===== src/rtl/writeback_queue.sv =====
// writeback_queue: in-order write-back FIFO serialising ALU/load results onto the register file write port
module writeback_queue #(
    parameter int DEPTH = 4,
    parameter int DATA_W = 32,
    parameter int REG_ADDR_W = 4,
    localparam int AW = $clog2(DEPTH),
    localparam int CW = $clog2(DEPTH + 1)
) (
    input  logic                  clk,
    input  logic                  reset_n,
    input  logic                  mem_valid,
    input  logic [REG_ADDR_W-1:0] mem_rd,
    input  logic [DATA_W-1:0]     mem_data,
    input  logic                  alu_valid,
    input  logic [REG_ADDR_W-1:0] alu_rd,
    input  logic [DATA_W-1:0]     alu_result,
    output logic                  in_ready,
    output logic [DATA_W-1:0]     data_in,
    output logic [REG_ADDR_W-1:0] decoder_control,
    output logic                  load_enable,
    input  logic [REG_ADDR_W-1:0] a_select,
    input  logic [REG_ADDR_W-1:0] b_select,
    output logic                  a_pending,
    output logic                  b_pending,
    output logic [CW-1:0]         count
);
    logic [DATA_W-1:0]     r_data [DEPTH];
    logic [REG_ADDR_W-1:0] r_rd [DEPTH];
    logic [AW-1:0]         r_wptr, r_rptr;
    logic [CW-1:0]         r_count;
    logic [DATA_W-1:0]     r_data_in;
    logic [REG_ADDR_W-1:0] r_dc;
    logic                  r_le;
    logic                  w_in_ready, w_enq_m, w_enq_a, w_pop;
    logic [AW-1:0]         w_alu_ptr;
    logic [CW-1:0]         w_n_enq;
    logic [AW-1:0]         w_off [DEPTH];
    logic [DEPTH-1:0]      w_occ, w_a_hit, w_b_hit;

    assign w_in_ready = r_count <= CW'(DEPTH - 2);
    assign w_enq_m    = w_in_ready && mem_valid;
    assign w_enq_a    = w_in_ready && alu_valid;
    assign w_pop      = r_count != '0;
    assign w_alu_ptr  = r_wptr + AW'(w_enq_m);
    assign w_n_enq    = CW'(w_enq_m) + CW'(w_enq_a);

    for (genvar i = 0; i < DEPTH; i++) begin : g_ent
        assign w_off[i]   = AW'(i) - r_rptr;
        assign w_occ[i]   = {1'b0, w_off[i]} < r_count;
        assign w_a_hit[i] = r_rd[i] == a_select;
        assign w_b_hit[i] = r_rd[i] == b_select;
    end

    assign a_pending       = |(w_occ & w_a_hit) || (r_le && r_dc == a_select);
    assign b_pending       = |(w_occ & w_b_hit) || (r_le && r_dc == b_select);
    assign in_ready        = w_in_ready;
    assign data_in         = r_data_in;
    assign decoder_control = r_dc;
    assign load_enable     = r_le;
    assign count           = r_count;

    // Entry storage: mem lands first (older instruction), alu right behind it
    always_ff @(posedge clk) begin
        if (w_enq_m) begin
            r_data[r_wptr] <= mem_data;
            r_rd[r_wptr]   <= mem_rd;
        end
        if (w_enq_a) begin
            r_data[w_alu_ptr] <= alu_result;
            r_rd[w_alu_ptr]   <= alu_rd;
        end
    end

    // Pointers, occupancy and the registered write port; head pops whenever occupied
    always_ff @(posedge clk or negedge reset_n) begin
        if (!reset_n) begin
            r_wptr    <= '0;
            r_rptr    <= '0;
            r_count   <= '0;
            r_data_in <= '0;
            r_dc      <= '0;
            r_le      <= 1'b0;
        end else begin
            if (w_pop) begin
                r_data_in <= r_data[r_rptr];
                r_dc      <= r_rd[r_rptr];
                r_rptr    <= r_rptr + 1'b1;
            end
            r_le    <= w_pop;
            r_wptr  <= r_wptr + AW'(w_n_enq);
            r_count <= r_count + w_n_enq - CW'(w_pop);
        end
    end
endmodule


===== config.mk =====
export PLATFORM = sky130hd
export DESIGN_NAME = writeback_queue
export DESIGN_NICKNAME = d
export VERILOG_FILES = /design/src/rtl/writeback_queue.sv
export SDC_FILE = /design/constraint.sdc
export NUM_CORES = 1
export LEC_CHECK = 0
export BUFFER_PORTS_ARGS = -buffer_cell sky130_fd_sc_hd__buf_4
export CAP_MARGIN = 20
export CORE_MARGIN = 2
export CORE_UTILIZATION = 60
export CTS_BUF_LIST = sky130_fd_sc_hd__clkbuf_4 sky130_fd_sc_hd__clkbuf_8 sky130_fd_sc_hd__clkbuf_16
export DETAILED_ROUTE_END_ITERATION = 7
export GPL_TIMING_DRIVEN = 0
export PLACE_DENSITY = 0.92
export SLEW_MARGIN = 40
export SYNTH_ARGS = -nofsm -noshare
export SYNTH_HDL_FRONTEND = slang
export SYNTH_SLANG_ARGS = --single-unit

===== constraint.sdc =====
create_clock -name clk -period 6.86 [get_ports clk]
set_input_delay 0.686 -clock clk [delete_from_list [all_inputs] [get_ports clk]]
set_output_delay 0.686 -clock clk [all_outputs]
set_load 0.01 [all_outputs]

# [Word-level counts from Yosys, hierarchy flattened]
# Memory sizes are Yosys's and may differ from the RTL's. A register that Yosys moved wholly into a read port is not among the register bits.
# Cells that the tools add are included.
[totals] regBits=8 inputBits=84 out_inout_bits=43 elab_cells=48 n_memories=2 ramBits=144
[classes] muxes=4 n_lt_le_gt_ge=5 eq_ne=10 reduce_logical=11 n_addsub=10 bitwise_logic=2
[memory_table] memory="r_data" depth=4 word_bits=32 read_ports=1 rd_clocked_by_memory_dff=1 write_ports=2 line_no="27" text="logic [DATA_W-1:0] r_data [DEPTH];"
[memory_table] memory="r_rd" depth=4 word_bits=4 read_ports=5 rd_clocked_by_memory_dff=1 write_ports=2 line_no="28" text="logic [REG_ADDR_W-1:0] r_rd [DEPTH];"
[op_table] op="4-bit == test" count=10
[op_table] op="2-bit by 3-bit < comparator with 1-bit output" count=4
[op_table] op="4-bit bitwise AND" count=2
[op_table] op="4-bit OR reduction" count=2
[op_table] op="1-bit logical AND" count=4
[op_table] op="1-bit two-way mux" count=4
[op_table] op="1-bit by 2-bit subtractor with 2-bit output, first input constant" count=2
[op_table] op="2-bit subtractor, first input constant" count=2
[op_table] op="3-bit by 2-bit adder with 3-bit output" count=1
[op_table] op="3-bit by 2-bit less-or-equal comparator with 1-bit output, second input constant" count=1
[op_table] op="3-bit nonzero test" count=1
[op_table] op="3-bit by 1-bit subtractor with 3-bit output" count=1
[op_table] op="1-bit by 1-bit adder with 2-bit output" count=1
[op_table] op="2-bit by 1-bit adder with 2-bit output" count=1
[op_table] op="2-bit by 1-bit adder with 2-bit output, second input constant" count=1
[op_table] op="2-bit adder" count=1
[op_table] op="1-bit logical NOT" count=2
[op_table] op="1-bit logical OR" count=2

# [Longest topological paths before layout]
[depth] ltp_word=5 depth_mapped=11 ltp_nobuf=11

# [Least setup slack after synthesis]
# Ideal clock, no wire load.
[synth_timing] path_kind="reg-to-reg" from="register r_count[0], in the netlist count[0]" to="memory r_data[0][0], enable pin" stages_incl_launch_ff=4 path_slack_ps=2814 setup_ps=484 arrival_time_ps=3563 cell_sequence="dfrtp_1 -> a21oi_4 -> nand2_1 -> o31ai_1"
[synth_lines] element="start: declaration" line_no="30" text="logic [CW-1:0] r_count;"
[synth_lines] element="start signal: assignment" line_no="91" text="r_count <= r_count + w_n_enq - CW'(w_pop);"
[synth_lines] element="end: declaration" line_no="27"

# [Final worst setup path]
[layout_timing] from="register r_rptr[0]" to="output port a_pending"
[layout_between] elab_chain_len=5
[layout_lines] element="start: declaration" line_no="29" text="logic [AW-1:0] r_wptr, r_rptr;"
[layout_lines] element="start signal: assignment" line_no="87" text="r_rptr <= r_rptr + 1'b1;"
[layout_lines] element="1-bit by 2-bit subtractor with 2-bit output or 2-bit subtractor (tied branches)" line_no="48" text="assign w_off[i] = AW'(i) - r_rptr;"
[layout_lines] element="2-bit by 3-bit < comparator with 1-bit output" line_no="49" text="assign w_occ[i] = {1'b0, w_off[i]} < r_count;"
[layout_lines] element="4-bit bitwise AND *" line_no="54" text="assign a_pending = |(w_occ & w_a_hit) || (r_le && r_dc == a_select);"
[layout_lines] element="4-bit OR reduction *" line_no="54"
[layout_lines] element="1-bit logical OR *" line_no="54"
[layout_lines] element="end: declaration" line_no="23" text="output logic a_pending,"
# Every way passes the cells marked *; elsewhere a longest branch is shown, timed or not.

==> summary.md <==
| Metric | Value |
|---|---|
| Critical path capture point type | `output pin` |
| Final net count | `798` |
| Core area | `15770 µm²` |
| Area growth from synthesis to layout | `20.05%` |
| Worst path arrival time | `2810 ps` |
| Yosys warning count | `0` |
| EDFF count, synth | `144` |
| Post-layout min period | `3493 ps` |
| Most common cell after layout, fill and taps aside | `sky130_fd_sc_hd__edfxtp_1` |
| Mapped Cells | `554` |
| Maximum single-stage delay on the critical path | `370 ps` |
| Dominant cell type by area after synthesis | `sky130_fd_sc_hd__edfxtp_1` |
| Clock Pin Slew Worst Setup and Hold Paths | `70 ps` |
| GRT Total Usage | `27.06%` |
| Maximum vdd ir drop | `0.2328 mV` |
| Iteration count of the initial detailed-routing pass | `4` |
| Most area-consuming cells after synthesis | `sky130_fd_sc_hd__edfxtp_1 45%, sky130_fd_sc_hd__mux2_2 14%, sky130_fd_sc_hd__dfrtp_1 11%` |
| Transition at the pin with the smallest max-transition slack | `784.0 ps` |
| Die outline area | `17090 µm²` |
| Type of the worst min-delay path | `primary input to async pin` |
| Run status | `completed` |
| Count of port buffers added during placement | `118` |
| Initial antenna violation count | `1` |
| Top-Level Pins | `127` |
| Num Clock Sinks | `188` |
| Inst Count DP | `900` |
| Final setup vio count | `0` |
| Buffer depth of the longest clock path | `2` |
| Total of cells resized after clock tree synthesis | `0` |
| Syn Std Cell Area | `9635 µm²` |
| Top library cells by usage in the layout, fill and taps aside | `144 x sky130_fd_sc_hd__edfxtp_1, 124 x sky130_fd_sc_hd__buf_4, 122 x sky130_fd_sc_hd__mux2_2, 58 x sky130_fd_sc_hd__mux2_4, 44 x sky130_fd_sc_hd__dfrtp_1` |
| Unrepaired setup endpoints after global routing | `false` |
| Clk_skew | `8.672 ps` |
| Number of nets with antenna violations after detailed routing | `0` |
| Initial core utilization | `61.10%` |
| Number of fillers in the final layout | `959` |
| Achievable frequency | `286.3 MHz` |
| Data required time at the worst endpoint | `6170 ps` |
| Number of hold buffers added after cts | `0` |
| Post-CTS Setup Repair Bufs | `0` |
| Cell row count | `46` |
| First-pass GRT wire length | `33.20 mm` |
| Library cells used by synthesis | `34` |
| Later-pin clock latency in the skew report | `430 ps` |
| Placer Congestion | `0.9946` |
| # diodes | `0` |
| Horizontal die dimension | `130.7 µm` |
| Crit start category | `flop` |
| Clock tree from TritonCTS | `yes` |
| Number of DRC violations after detailed-routing iteration 0 | `352` |
| Number of global-route vias before repair | `5869` |
| Post-route DRC violation count | `0` |
| Power density over the cells | `425.5 nW/µm²` |
| Post-route non-filler standard cell count | `932` |
| Normalized max-slew margin | `47.73%` |
| Area of all sequential standard cells | `5425 µm²` |
| Path type of the worst setup path | `flop to output pin` |
| Multi-input logic area | `3948 µm²` |
| Fraction of layout instances using a drive strength above 1 | `57.26%` |
| Mapped Avg Cell Area | `17.39 µm²` |
| Pin count of the biggest net entering global routing | `45` |
| Half-perimeter wire length of the detailed placement result | `15.14 mm` |
| Pins Over Slew Limit | `0` |
| Proportion of register bits with asynchronous set or reset after synthesis | `23.40%` |
| Share of the synthesized area in the top cell type | `44.88%` |
| CTS buffer count | `17` |
| Count of final hold-check violations | `0` |
| Most used flip-flop cell after synthesis | `sky130_fd_sc_hd__edfxtp_1` |
| Remaining global-route overflow | `0` |
| Via count | `5571` |
| CTS H-tree depth | `4` |
| Average wire per standard cell | `23.78 µm` |
| Final routed wirelength across all metal layers | `22.17 mm` |
| Share of the clock period used by the worst path | `50.92%` |
| Aggregate negative setup slack | `0 ps` |
| Synth Net Count | `649` |
| CP max-delay cell | `sky130_fd_sc_hd__buf_2` |
| Total of max-cap violations | `0` |
| Via count normalized by instance count | `5.977` |
| Die Y | `130.7 µm` |
| Leakage power | `4.609 nW` |
| Sequential element share of the synthesized area | `56.30%` |
| Root Buffer Master | `sky130_fd_sc_hd__clkbuf_16` |
| Cell chain of the critical path | `clkbuf_1, buf_2, xor2_1, inv_1, ha_1, and2b_2, a31oi_1, a22oi_1, nand4_1, buf_4` |
| Number of synthesized register bits | `188` |
| Maximum fanout encountered on the critical timing path | `10` |
-- Yosys cell counts, drive strengths merged, types with 4 or more instances --
library cell and n:
nand4 4, buf 23, ha 10, nand2 6
dfrtp 44, xor2 41, o21ai 6, inv 12
edfxtp 144, clkbuf 13, mux2 180, mux4 36
nor4 8, xnor2 8
-- final timing paths --
path	endpoint	slack, ps	cells after the start	start
worst max-delay path	a_pending	3370	10	r_rptr[0]
worst min-delay path	data_in[31]	300	1	reset_n
worst max register to register	r_rd[3][3]	3570	9	count[2]
worst min register to register	data_in[21]	510	1	data_in[21]
max in group asynchronous	data_in[16]	6110	1	reset_n
min in group clk	data_in[21]	510	1	data_in[21]
-- kinds of logic (layout without fill, tap and decap cells) --
logic type / count (synthesis) / after routing / share of synthesized area (%)
compound gates: 15 / 15 / 1.039
xor+xnor: 49 / 49 / 4.454
fa+ha+maj: 11 / 11 / 1.506
buf+inv: 48 / 210 / 3.246
flops: 188 / 188 / 56.30
mux: 216 / 216 / 31.71
simple gates: 27 / 27 / 1.740
-- layer usage --
metal  vias to the layer above  track usage [%]  share of wire [%]
met3                        48            5.741                5.7
li1                       2442                -                  -
met5                         -                0              0.059
met1                      2859            32.82                 38
met4                         2            9.825                2.5
met2                       220            48.10                 53
-- critical path: cells and delay by family, from the launching register on --
family	cells	cell delay, ps
XOR/XNOR	1	220
buffers and inverters	4	920
AO/OA/AOI/OAI	2	430
adder cells (fa/ha/maj)	1	170
flip-flops	1	320
AND/OR/NAND/NOR	2	310
-- registers in the layout, indices dropped and copies added, names as in the netlist --
register         count
r_data             128
data_in             32
r_rd                16
decoder_control      4
count                3
r_rptr               2
r_wptr               2
load_enable          1
-- report_power, final --
| group | switching, mW | internal [mW] | total (mW) |
|---|---|---|---|
| Clock | 0.455 | 0.551 | 1.01 |
| Sequential | 0.194 | 1.68 | 1.88 |
| Combinational | 0.987 | 1.05 | 2.04 |
-- final cells by class --
cell class                 instances  area share [%]
sequential                       188           46.90
multi-input combinational        318           34.13
timing repair buffer             130           8.794
clock buffer                      18           3.743
tap                              216           2.336
buffer                            36           2.315
clock inverter                    14           1.395
inverter                          12          0.3894
-- stage by stage --
stage / worst slack, ps / power, mW / instance area (µm²) / util [%] / hold slack (ps)
5_1_grt: 3175 / 5.140 / 11570 / 73.35 / 339.2
6_report: 3367 / 4.922 / 11570 / 73.35 / 298.0
4_1_cts: 3352 / 4.931 / 11570 / 73.35 / 309.0
2_1_floorplan: 2814 / 3.183 / 9635 / - / 390.4
3_3_place_gp: 482.9 / 3.770 / 10790 / 68.43 / 492.1
3_5_place_dp: 3638 / 3.927 / 10970 / 69.58 / 497.8
Power figures use the tool's default switching activity.
